===== config.mk =====
export PLATFORM = sky130hd
export DESIGN_NAME = load_store_unit_flat
export DESIGN_NICKNAME = d
export VERILOG_FILES = /design/src/rtl/load_store_unit_if.sv /design/src/rtl/load_store_unit.sv /design/src/flat_wrapper.sv
export SDC_FILE = /design/constraint.sdc
export NUM_CORES = 1
export LEC_CHECK = 0
export ABC_AREA = 0
export CAP_MARGIN = 0
export CORE_MARGIN = 2
export CORE_UTILIZATION = 58
export CTS_BUF_LIST = sky130_fd_sc_hd__clkbuf_16
export CTS_CLUSTER_DIAMETER = 30
export CTS_CLUSTER_SIZE = 20
export DETAILED_ROUTE_END_ITERATION = 6
export PLACE_DENSITY = 0.88
export SLEW_MARGIN = 20
export SYNTH_ARGS = -nofsm -noshare
export SYNTH_HDL_FRONTEND = slang
export SYNTH_SLANG_ARGS = --single-unit

===== constraint.sdc =====
create_clock -name clk -period 5.25 [get_ports clk]
set_input_delay 0.7875 -clock clk [delete_from_list [all_inputs] [get_ports clk]]
set_output_delay 0.7875 -clock clk [all_outputs]
set_load 0.005 [all_outputs]

===== src/rtl/load_store_unit_if.sv =====
// load_store_unit_if: processor request/response and DataMemoy bus of the load/store unit
interface load_store_unit_if;
  logic        req, we, sign_ext;
  logic [1:0]  size;
  logic [15:0] baddr;
  logic [63:0] wdata, rdata, datawr, datard;
  logic        busy, done, err, memWr, memRd;
  logic [12:0] Addres;
  modport slave (input req, we, size, sign_ext, baddr, wdata, datard,
                 output busy, done, err, rdata, Addres, memWr, memRd, datawr);
  modport master (output req, we, size, sign_ext, baddr, wdata, datard,
                  input busy, done, err, rdata, Addres, memWr, memRd, datawr);
endinterface


===== src/rtl/load_store_unit.sv =====
// load_store_unit: 1/2/4/8-byte loads/stores onto 64-bit DataMemoy words with RMW partial stores.
// Define LSU_ERR_CNT_EN to add the saturating misaligned-request counter err_cnt.
module load_store_unit #(
  parameter int          RD_LATENCY = 1,
  parameter logic [12:0] IO_WADDR   = 13'h0100
) (
  input  logic              clk,
  input  logic              rst_n,
  load_store_unit_if.slave  bus
`ifdef LSU_ERR_CNT_EN
  , output logic [7:0]      err_cnt
`endif
);
  typedef enum logic [1:0] {IDLE, RD, WR, DONE} state_t;
  state_t      state;
  logic        l_we, l_sx;
  logic [1:0]  l_size, cnt;
  logic [2:0]  l_off;
  logic [63:0] l_wdata;
  logic        mis, io, full;
  function automatic logic [63:0] extract(input logic [63:0] w, input logic [2:0] off,
                                          input logic [1:0] sz, input logic sx);
    logic [63:0] f;
    f = w >> {off, 3'b000};
    return sz == 2'b00 ? {{56{sx & f[7]}}, f[7:0]} :
           sz == 2'b01 ? {{48{sx & f[15]}}, f[15:0]} :
           sz == 2'b10 ? {{32{sx & f[31]}}, f[31:0]} : f;
  endfunction
  function automatic logic [63:0] merge(input logic [63:0] base, input logic [63:0] wd,
                                        input logic [2:0] off, input logic [1:0] sz);
    logic [7:0]  bm;
    logic [63:0] m;
    bm = (sz == 2'b00 ? 8'h01 : sz == 2'b01 ? 8'h03 : sz == 2'b10 ? 8'h0F : 8'hFF) << off;
    for (int i = 0; i < 8; i++) m[i*8 +: 8] = {8{bm[i]}};
    return ((wd << {off, 3'b000}) & m) | (base & ~m);
  endfunction
  assign mis  = (bus.size == 2'b01 && bus.baddr[0]) ||
                (bus.size == 2'b10 && bus.baddr[1:0] != 2'b00) ||
                (bus.size == 2'b11 && bus.baddr[2:0] != 3'b000);
  assign io   = bus.baddr[15:3] == IO_WADDR;
  assign full = bus.size == 2'b11;
  assign bus.busy = state != IDLE;
  always_ff @(posedge clk or negedge rst_n) begin
    if (!rst_n) begin
      state      <= IDLE;
      l_we       <= 1'b0;
      l_sx       <= 1'b0;
      l_size     <= 2'b00;
      l_off      <= 3'b000;
      l_wdata    <= '0;
      cnt        <= 2'b00;
      bus.done   <= 1'b0;
      bus.err    <= 1'b0;
      bus.memRd  <= 1'b0;
      bus.memWr  <= 1'b0;
      bus.Addres <= '0;
      bus.datawr <= '0;
      bus.rdata  <= '0;
`ifdef LSU_ERR_CNT_EN
      err_cnt    <= 8'h00;
`endif
    end else begin
      case (state)
        IDLE: if (bus.req) begin
          l_we    <= bus.we;
          l_sx    <= bus.sign_ext;
          l_size  <= bus.size;
          l_off   <= bus.baddr[2:0];
          l_wdata <= bus.wdata;
          if (mis) begin
            state    <= DONE;
            bus.done <= 1'b1;
            bus.err  <= 1'b1;
`ifdef LSU_ERR_CNT_EN
            err_cnt  <= err_cnt + {7'd0, err_cnt != 8'hFF};
`endif
          end else if (!bus.we || !(full || io)) begin
            state      <= RD;
            cnt        <= 2'b00;
            bus.memRd  <= 1'b1;
            bus.Addres <= bus.baddr[15:3];
          end else begin
            // full and IO stores need no read; IO unmasked lanes are zero
            state      <= WR;
            bus.memWr  <= 1'b1;
            bus.Addres <= bus.baddr[15:3];
            bus.datawr <= merge(64'd0, bus.wdata, bus.baddr[2:0], bus.size);
          end
        end
        RD: begin
          cnt <= cnt + 2'd1;
          if (cnt == 2'(RD_LATENCY - 1)) begin
            bus.memRd <= 1'b0;
            if (l_we) begin
              state      <= WR;
              bus.memWr  <= 1'b1;
              bus.datawr <= merge(bus.datard, l_wdata, l_off, l_size);
            end else begin
              state     <= DONE;
              bus.done  <= 1'b1;
              bus.rdata <= extract(bus.datard, l_off, l_size, l_sx);
            end
          end
        end
        WR: begin
          state     <= DONE;
          bus.memWr <= 1'b0;
          bus.done  <= 1'b1;
        end
        DONE: begin
          state    <= IDLE;
          bus.done <= 1'b0;
          bus.err  <= 1'b0;
        end
      endcase
    end
  end
endmodule


===== src/flat_wrapper.sv =====
// flat-port wrapper written by rule: the top's interface ports become plain ports
module load_store_unit_flat 
#(
  parameter int          RD_LATENCY = 1,
  parameter logic [12:0] IO_WADDR   = 13'h0100
)
  (clk, rst_n, bus_req, bus_we, bus_size, bus_sign_ext, bus_baddr, bus_wdata, bus_datard, bus_busy, bus_done, bus_err, bus_rdata, bus_Addres, bus_memWr, bus_memRd, bus_datawr);
  load_store_unit_if bus_i ();
  input  logic clk;
  input  logic rst_n;
  input wire logic [$bits(bus_i.req)-1:0] bus_req;
  input wire logic [$bits(bus_i.we)-1:0] bus_we;
  input wire logic [$bits(bus_i.size)-1:0] bus_size;
  input wire logic [$bits(bus_i.sign_ext)-1:0] bus_sign_ext;
  input wire logic [$bits(bus_i.baddr)-1:0] bus_baddr;
  input wire logic [$bits(bus_i.wdata)-1:0] bus_wdata;
  input wire logic [$bits(bus_i.datard)-1:0] bus_datard;
  output wire logic [$bits(bus_i.busy)-1:0] bus_busy;
  output wire logic [$bits(bus_i.done)-1:0] bus_done;
  output wire logic [$bits(bus_i.err)-1:0] bus_err;
  output wire logic [$bits(bus_i.rdata)-1:0] bus_rdata;
  output wire logic [$bits(bus_i.Addres)-1:0] bus_Addres;
  output wire logic [$bits(bus_i.memWr)-1:0] bus_memWr;
  output wire logic [$bits(bus_i.memRd)-1:0] bus_memRd;
  output wire logic [$bits(bus_i.datawr)-1:0] bus_datawr;
  assign bus_i.req = bus_req;
  assign bus_i.we = bus_we;
  assign bus_i.size = bus_size;
  assign bus_i.sign_ext = bus_sign_ext;
  assign bus_i.baddr = bus_baddr;
  assign bus_i.wdata = bus_wdata;
  assign bus_i.datard = bus_datard;
  assign bus_busy = bus_i.busy;
  assign bus_done = bus_i.done;
  assign bus_err = bus_i.err;
  assign bus_rdata = bus_i.rdata;
  assign bus_Addres = bus_i.Addres;
  assign bus_memWr = bus_i.memWr;
  assign bus_memRd = bus_i.memRd;
  assign bus_datawr = bus_i.datawr;
  load_store_unit #(.RD_LATENCY(RD_LATENCY), .IO_WADDR(IO_WADDR)) u_core (.clk(clk), .rst_n(rst_n), .bus(bus_i));
endmodule

== After elaboration in Yosys (flattened, before gate mapping) ==
Index checks and enable logic that the tools add are counted.

* Input port bits: 151
* Bits in registers: 220
* Output and inout port bits: 146

* Equal/unequal tests: 17
* Shifts and indexed selects: 5
* Bitwise logic cells: 10
* $add $sub $neg: 1
* Mux-type cells: 42
* Reduce and logical (&&, ||, !) cells: 29

{| class="wikitable"
|+ Operators with widths
! cell !! count
|-
| $mux W64 || 8
|-
| $and A64 B64 Y64 || 3
|-
| $pmux W64 S2 || 1
|-
| $shl A64 B6 Y64 || 2
|-
| $not A64 Y64 || 1
|-
| $or A64 B64 Y64 || 1
|-
| $shr A64 B6 Y64 || 1
|-
| $mux W8 || 6
|-
| $shl A8 B3 Y8 || 2
|-
| $mux W1 || 14
|-
| $mux W2 || 7
|-
| $eq A13 B9 Y1 const B || 1
|-
| $reduce_and A6 Y1 || 2
|-
| $eq A2 B2 Y1 const B || 5
|-
| $reduce_and A3 Y1 || 3
|-
| $logic_not A2 Y1 || 4
|-
| $ne A2 B1 Y1 const B || 4
|-
| $ne A2 B2 Y1 const B || 4
|-
| $pmux W2 S4 || 1
|-
| $reduce_and A4 Y1 || 2
|-
| $reduce_bool A2 Y1 || 4
|-
| $eq A2 B1 Y1 const B || 3
|-
| $reduce_bool A3 Y1 || 2
|-
| $reduce_and A5 Y1 || 1
|-
| other kinds (11) || 22
|}

== Logic depth before layout (Yosys ltp) ==
Gate-level depths: netlist of the first run.

* Word-level depth: 11
* Depth in mapped cells: 10
* Gate-level depth less buffers: 7

== Least setup slack after synthesis of the first run ==
No wires, ideal clock.

* Path type: input-to-reg
* Start point: input port bus_size[1]
* End point: register u_core.bus.datawr[32]
* Stages: 8
* Arrival: 2.302 ns
* Path slack: 2.820 ns
* Data required time: 5.122 ns
* Cell sequence: buf_2 -> or2_4 -> a2bb2oi_4 -> o211a_1 -> a21o_1 -> buf_6 -> buf_6 -> mux2_1

* Word-level cells in the longest chain between the ends: 10
* Elaborated cells on any way between the ends: 24
* Those cells by class: eq/ne (5); shift (1); mux (7); bitwise (1); reduce/logical (10)

{| class="wikitable"
|+ RTL lines
! element !! RTL line !! source
|-
| start, declared || flat_wrapper.sv:13 || <nowiki>input wire logic [$bits(bus_i.size)-1:0] bus_size;</nowiki>
|-
| $eq A2 B2 Y1 || load_store_unit.sv:33, load_store_unit.sv:38 ||
|-
| $mux W8 (3 in series) || load_store_unit.sv:33 || <nowiki>bm = (sz == 2'b00 ? 8'h01 : sz == 2'b01 ? 8'h03 : sz == 2'b10 ? 8'h0F : 8'hFF) << off;</nowiki>
|-
| $shl A8 B3 Y8 || load_store_unit.sv:33 ||
|-
| $and A64 B64 Y64 || load_store_unit.sv:35 || <nowiki>return ((wd << {off, 3'b000}) & m) | (base & ~m);</nowiki>
|-
| $mux W64 || load_store_unit.sv:77 || <nowiki>end else if (!bus.we || !(full || io)) begin</nowiki>
|-
| $mux W64 || load_store_unit.sv:70 || <nowiki>if (mis) begin</nowiki>
|-
| $mux W64 || load_store_unit.sv:64 || <nowiki>IDLE: if (bus.req) begin</nowiki>
|-
| $pmux W64 S2 || load_store_unit.sv:63 || <nowiki>case (state)</nowiki>
|-
| end signal, assigned || load_store_unit.sv:87 || <nowiki>bus.datawr <= merge(64'd0, bus.wdata, bus.baddr[2:0], bus.size);</nowiki>
|-
| end signal, assigned || load_store_unit.sv:97 || <nowiki>bus.datawr <= merge(bus.datard, l_wdata, l_off, l_size);</nowiki>
|-
| end, declared || load_store_unit_if.sv:10 || <nowiki>output busy, done, err, rdata, Addres, memWr, memRd, datawr);</nowiki>
|}

Parallel ways exist; a longest one is shown, timed or not. The select of a mux whose other input is x is not followed.
A chain may end at the register's enable or synchronous reset.

== Worst setup path in the final report of the first run ==
* Start point: register u_core.l_off[2]
* End point: register u_core.bus.rdata[31]

* Word-level cells in the longest chain between the ends: 4
* Elaborated cells on any way between the ends: 6
* Those cells by class: shift (1); mux (3); bitwise (2)

{| class="wikitable"
|+ RTL lines
! element !! RTL line !! source
|-
| start, declared || load_store_unit.sv:18 || <nowiki>logic [2:0] l_off;</nowiki>
|-
| start signal, assigned || load_store_unit.sv:68 || <nowiki>l_off <= bus.baddr[2:0];</nowiki>
|-
| $shr A64 B6 Y64 (*) || load_store_unit.sv:24 || <nowiki>f = w >> {off, 3'b000};</nowiki>
|-
| $mux W64 or $and A1 B1 Y1 (tied branches) || load_store_unit.sv:27, load_store_unit.sv:26 ||
|-
| $mux W64 || load_store_unit.sv:26 || <nowiki>sz == 2'b01 ? {{48{sx & f[15]}}, f[15:0]} :</nowiki>
|-
| $mux W64 (*) || load_store_unit.sv:25 || <nowiki>return sz == 2'b00 ? {{56{sx & f[7]}}, f[7:0]} :</nowiki>
|-
| end signal, assigned || load_store_unit.sv:101 || <nowiki>bus.rdata <= extract(bus.datard, l_off, l_size, l_sx);</nowiki>
|-
| end, declared || load_store_unit_if.sv:10 ||
|}

Every way passes the cells marked *; elsewhere a longest branch is shown, timed or not.

==> results_dict.tcl, run 1 <==
set metrics [dict create \
    crit_fanout 31 \
    switching_share 0.410 \
    wl_per_cell_um 30.3 \
    synth_cells 1467 \
    top_layer "met4" \
    slew_headroom 0.210 \
    cts.hold.buffers_added 0 \
    vias 15000 \
    path_cells "nand2b_1 > o22ai_2 > o41ai_4 > a41oi_4 > a41oi_1" \
    dieArea_um2 28200 \
    final_antenna_net_count 0 \
    hold_slack_ns 0.182 \
    syn-cell-area_um2 15600 \
    finalHoldViolations 0 \
    arrival_ns 4.03 \
    status "completed" \
    synth_area_per_cell_um2 10.6 \
    wl_met1_mm 22.5 \
    start_util 0.594 \
    synth_ff_type "dfrtp_1" \
    synthTopCellsByArea "dfrtp_1, mux2_2, mux2i_1" \
    combPwrFrac 0.510 \
    drt-total-wl_mm 63.0 \
    syn_nets 1625 \
    fin_crit_ns 3.58 \
    skew_ns 0.0129 \
    cts_root_buf "clkbuf_16" \
    clk_path_buf_depth 3 \
    multi_input_area_um2 9240 \
    start_kind "register" \
    worstReg2RegStart "u_core.l_off[2]$_DFFE_PN0P_" \
    grt_max_degree 126 \
    rsz0062_at_grt "false" \
    final_cell_area_um2 20100 \
    drt_first_iter_violations 2357 \
    dr.pass1.iters 7 \
    leakagePower_nw 8.19 \
    place_area_um2 18400 \
    core_um2 26200 \
    startpoint "u_core.l_off[2]$_DFFE_PN0P_" \
    yosysTopAreaCellShare 0.353 \
    yosysTopAreaCell "dfrtp_1" \
    internal-power_mw 7.90 \
    crit_slowest_cell "nand2b_1" \
    rows 59 \
    required_ns 5.70 \
    power_frac_seq 0.260 \
    regArea_um2 5510 \
    drive_gt1_frac 0.229 \
    ctsResizeCount 0 \
    slew_violations 0 \
    antenna_cells 0 \
    h-tree-depth 2 \
    setup_viol 0 \
    reg2reg_to "u_core.bus.rdata[31]$_DFFE_PN0P_" \
    grt_antenna_before_repair 1 \
    synth_most_common_cell "dfrtp_1" \
    p_sw_mw 5.49 \
    area_growth_pct 29.0 \
    max-cap-violations 0 \
    yosysSeqAreaShare 0.353 \
    grt-ovfl-total 0 \
    tns_ns 0 \
    gp_congestion 0.999 \
    reg2reg_depth 5 \
    portBuffers 296 \
    clock_latency_ns 0.54 \
    hold_class "in2async" \
    cts-buffers-inserted 49 \
    ir_drop_v 0.000369 \
    p_per_area_nw_per_um2 667 \
    critical_path_class "reg2reg" \
    clock-sinks 220 \
    drc 0 \
    async_flop_share 1.00 \
    vias_per_cell 7.21 \
    finalPower_mw 13.4 \
    tightestPinTransition_ns 1.19 \
    synth-edff-count 0 \
    cts_tree "yes" \
    track_usage 0.439 \
    ys_ff_latch 220 \
    slowest_delay_ns 0.99 \
    hpwl_mm 43.9 \
    max_freq_ghz 0.279 \
    yosys-top-cells-count "dfrtp_1, mux2_2, mux2i_1" \
    dr_wl_met3_mm 8.67 \
    die_h_um 168 \
    fill_cells 1719 \
    ios 297 \
    path_clk_slew_ns 0.05 \
    reg2reg_slack_ns 1.67 \
    fin_nets 1869 \
    synth.distinct_cells 82 \
    ys_warn_count 0 \
    period_share 0.682 \
    post_cts_buffers 0 \
    wl_met2_mm 27.6 \
    die_w_um 168 \
    grt_pass1_vias 14700 \
    grt_pass1_wl_mm 93.2 \
    cp-end-kind "register" \
    clock_power_share 0.230 \
]
-- through the flow --
stage	worst slack (ns)	cells	util
finish	1.67	2081	0.767
global route	1.64	2081	0.767
CTS	1.86	2080	0.765
detailed placement	1.66	1994	0.703
global placement	1.75	1994	0.703
floorplan	2.82	1467	-
-- flip-flops by register name, summed over array words and instances (netlist names), 2 cells and up --
| signal | cells |
|---|---|
| u_core.bus.Addres | 13 |
| u_core.bus.datawr | 64 |
| u_core.bus.rdata | 64 |
| u_core.cnt | 2 |
| u_core.l_off | 3 |
| u_core.l_size | 2 |
| u_core.l_wdata | 64 |
| u_core.state | 2 |
-- worst max-delay path by stage --
stage	cells after the start	end
after floorplan	8	u_core.bus.datawr[32]$_DFFE_PN0P_
after global placement	7	u_core.bus.datawr[40]$_DFFE_PN0P_
after global routing	5	u_core.bus.rdata[31]$_DFFE_PN0P_
final	5	u_core.bus.rdata[31]$_DFFE_PN0P_
after detailed placement	7	u_core.bus.datawr[12]$_DFFE_PN0P_
after CTS	5	u_core.bus.rdata[31]$_DFFE_PN0P_
-- power by group through the flow --
stage	combinational (mW)	clock (mW)	sequential, mW
2_1_floorplan	4.43	0	2.99
3_3_place_gp	6.44	0	3.39
3_5_place_dp	6.54	0	3.41
4_1_cts	6.64	3.07	3.42
5_1_grt	7.13	3.17	3.54
6_report	6.82	3.08	3.48
-- critical path: cells and delay by family (launching register included) --
| kind | cells | cell delay (ns) |
|---|---|---|
| AO/OA/AOI/OAI | 4 | 1.61 |
| AND/OR/NAND/NOR | 1 | 0.99 |
| flip-flops | 1 | 0.89 |
-- final cells by class --
class / instances / share of cell area
clock buffer: 49 / 0.0610
clock inverter: 37 / 0.0208
inverter: 22 / 0.00411
multi-input combinational: 1099 / 0.460
sequential: 220 / 0.274
tap: 335 / 0.0209
timing repair buffer: 319 / 0.159
-- cell usage in the layout (no fill, tap or decap), drive strengths merged, types with 5 or more instances in the layout --
cell type | synthesis | routed
mux4 | 38 | 38
a32o | 7 | 7
ha | 7 | 7
nor2 | 97 | 97
o22ai | 57 | 57
nor4 | 5 | 5
a31oi | 54 | 54
a211oi | 34 | 34
nor3 | 7 | 7
clkinv | 1 | 13
nand2 | 114 | 114
mux2 | 221 | 221
o32a | 8 | 8
o311a | 8 | 8
nor2b | 21 | 21
o22a | 9 | 9
clkdlybuf4s50 | 0 | 293
o211ai | 8 | 8
a2bb2oi | 9 | 9
mux2i | 129 | 129
buf | 80 | 25
a21oi | 34 | 34
and3 | 8 | 8
o2bb2ai | 34 | 34
or3 | 7 | 7
clkinvlp | 0 | 10
nand3 | 5 | 5
nand2b | 12 | 12
bufinv | 0 | 7
clkbuf | 46 | 50
inv | 21 | 29
dfrtp | 220 | 220
a22o | 18 | 18
o21ai | 73 | 73
o31a | 9 | 9
and2 | 17 | 17
or2 | 20 | 20
-- cell families after synthesis --
logic type      share of synthesized area
compound gates                      0.182
fa+ha+maj                         0.00562
buf+inv                            0.0549
simple gates                       0.0977
flops                               0.353
mux                                 0.306
-- per-layer routing --
metal,GRT usage,vias to the layer above
met2,0.675,1366
met1,0.559,7274
met3,0.136,307
met5,0,-
li1,-,6056
met4,0.230,0
No activity file was read; power rests on OpenSTA's default activity.
==> inputs of run 2 (changes only) <==
CORE_UTILIZATION = 54   (was 58)
PLACE_DENSITY = 0.83   (was 0.88)
clock period = 3.6 ns   (was 5.25 ns; I/O delays follow)
==> results_dict.tcl, run 2 (synthesis results as in run 1) <==
set metrics [dict create \
    status "completed" \
    p_sw_mw 7.91 \
    internal-power_mw 11.5 \
    track_usage 0.398 \
    p_per_area_nw_per_um2 953 \
    skew_ns 0.0309 \
    required_ns 4.03 \
    final_antenna_net_count 0 \
    die_h_um 174 \
    grt-ovfl-total 0 \
    drt_first_iter_violations 2140 \
    tightestPinTransition_ns 1.18 \
    slowest_delay_ns 0.90 \
    drt-total-wl_mm 61.1 \
    rsz0062_at_grt "false" \
    mostFrequentLayoutCells "clkdlybuf4s50_1, dfrtp_1, mux2_2, mux2i_1, nand2_1" \
    ios 297 \
    clk_path_buf_depth 3 \
    cts_tree "yes" \
    drive_gt1_frac 0.241 \
    start_util 0.546 \
    clock-sinks 220 \
    path_cells "buf_4 > mux4_2 > a22o_1 > mux2i_1 > o22ai_1 > mux2_4" \
    grt_pass1_vias 14400 \
    finalNonFillerCells 2161 \
    hold_class "in2async" \
    reg2reg_depth 6 \
    dp_cells 2074 \
    utilization 0.712 \
    post_cts_buffers 0 \
    hpwl_mm 45.3 \
    ctsResizeCount 0 \
    max-cap-violations 0 \
    slew_violations 0 \
    gp_congestion 1.02 \
    die_w_um 174 \
    worst_slack_ns 0.571 \
    grt_max_degree 102 \
    fin_nets 1897 \
    slew_headroom 0.207 \
    power_frac_seq 0.252 \
    h-tree-depth 2 \
    period_share 0.842 \
    grt_antenna_before_repair 1 \
    combPwrFrac 0.530 \
    clock_latency_ns 0.56 \
    rows 62 \
    clock_power_share 0.219 \
    worst-path-buf-inv 1 \
    cts-buffers-inserted 47 \
    post-place-ws_ns 0.344 \
    finalPower_mw 19.4 \
    grt_pass1_wl_mm 90.8 \
    cp.depth 6 \
    vias_per_cell 6.80 \
    vias 14700 \
    setup_viol 0 \
    cp-end-kind "register" \
    core_um2 28500 \
    portBuffers 296 \
    max_freq_ghz 0.330 \
    start_kind "register" \
    critical_path_class "reg2reg" \
    cts_root_buf "clkbuf_16" \
    cp_top_family "multiplexers" \
    cts.hold.buffers_added 0 \
    ir_drop_v 0.000615 \
    final_common_cell "clkdlybuf4s50_1" \
    finalHoldViolations 0 \
    switching_share 0.408 \
    leakagePower_nw 8.32 \
    area_growth_pct 30.5 \
    crit_fanout 52 \
    path_clk_slew_ns 0.05 \
    biggestRegsByFlops "u_core.bus.datawr: 64 flops, u_core.bus.rdata: 64 flops, u_core.l_wdata: 64 flops" \
    fin_crit_ns 3.03 \
    crit_slowest_cell "dfrtp_4" \
    fill_cells 2034 \
    dieArea_um2 30200 \
    dr.pass1.iters 6 \
    arrival_ns 3.46 \
    wl_per_cell_um 28.3 \
    tns_ns 0 \
    drc 0 \
]
## run 2: changes by cell type in the layout (fill, tap and decap cells not counted), sizes merged
cell and delta:
bufinv -2, diode +2, clkbuf -2, clkinvlp -4, buf +31, inv -2, clkinv +8
## run 2: worst register-to-register path, stage by stage, from the launching register on
cell and delay [ns]:
dfrtp_4 0.90, buf_4 0.44, mux4_2 0.53, a22o_1 0.19
mux2i_1 0.42, o22ai_1 0.16, mux2_4 0.28
## run 2: routing by layer
metal,vias to the layer above,GRT usage,share of wire
li1,6119,-,-
met5,-,0,0.00021
met3,239,0.111,0.13
met2,1221,0.611,0.45
met4,2,0.206,0.055
met1,7104,0.514,0.37
## run 2: final timing paths
check	from	endpoint	slack [ns]
worst max-delay path	u_core.l_off[0]$_DFFE_PN0P_	u_core.bus.datawr[45]$_DFFE_PN0P_	0.57
worst min-delay path	rst_n	u_core.bus.rdata[20]$_DFFE_PN0P_	0.04
worst max register to register	u_core.l_off[0]$_DFFE_PN0P_	u_core.bus.datawr[45]$_DFFE_PN0P_	0.57
worst min register to register	u_core.bus.datawr[11]$_DFFE_PN0P_	u_core.bus.datawr[11]$_DFFE_PN0P_	0.48
max in group asynchronous	rst_n	u_core.bus.datawr[44]$_DFFE_PN0P_	2.57
min in group clk	u_core.bus.datawr[11]$_DFFE_PN0P_	u_core.bus.datawr[11]$_DFFE_PN0P_	0.48
## run 2: cell type report
cell class / count / area (um^2) / area share
multi-input combinational: 1099 / 9230 / 0.454
sequential: 220 / 5510 / 0.271
timing repair buffer: 349 / 3460 / 0.170
clock buffer: 48 / 1200 / 0.0591
tap: 384 / 480 / 0.0236
clock inverter: 37 / 355 / 0.0175
inverter: 22 / 82.6 / 0.00406
antenna: 2 / 5.00 / 0.000246
## run 2: power by group through the flow
stage / sequential [mW] / combinational [mW] / clock (mW)
2_1_floorplan: 4.36 / 6.47 / 0
3_3_place_gp: 4.76 / 9.75 / 0
3_5_place_dp: 4.81 / 9.94 / 0
4_1_cts: 4.79 / 10.0 / 4.24
5_1_grt: 4.97 / 10.7 / 4.37
6_report: 4.87 / 10.3 / 4.24
## run 2: per-stage QoR
step	hold WS, ns	instance area (um^2)
final	0.0404	20300
after global placement	0.463	18800
after floorplan	0.244	15600
after detailed placement	0.474	18800
after CTS	0.0770	20300
after global routing	0.0948	20300
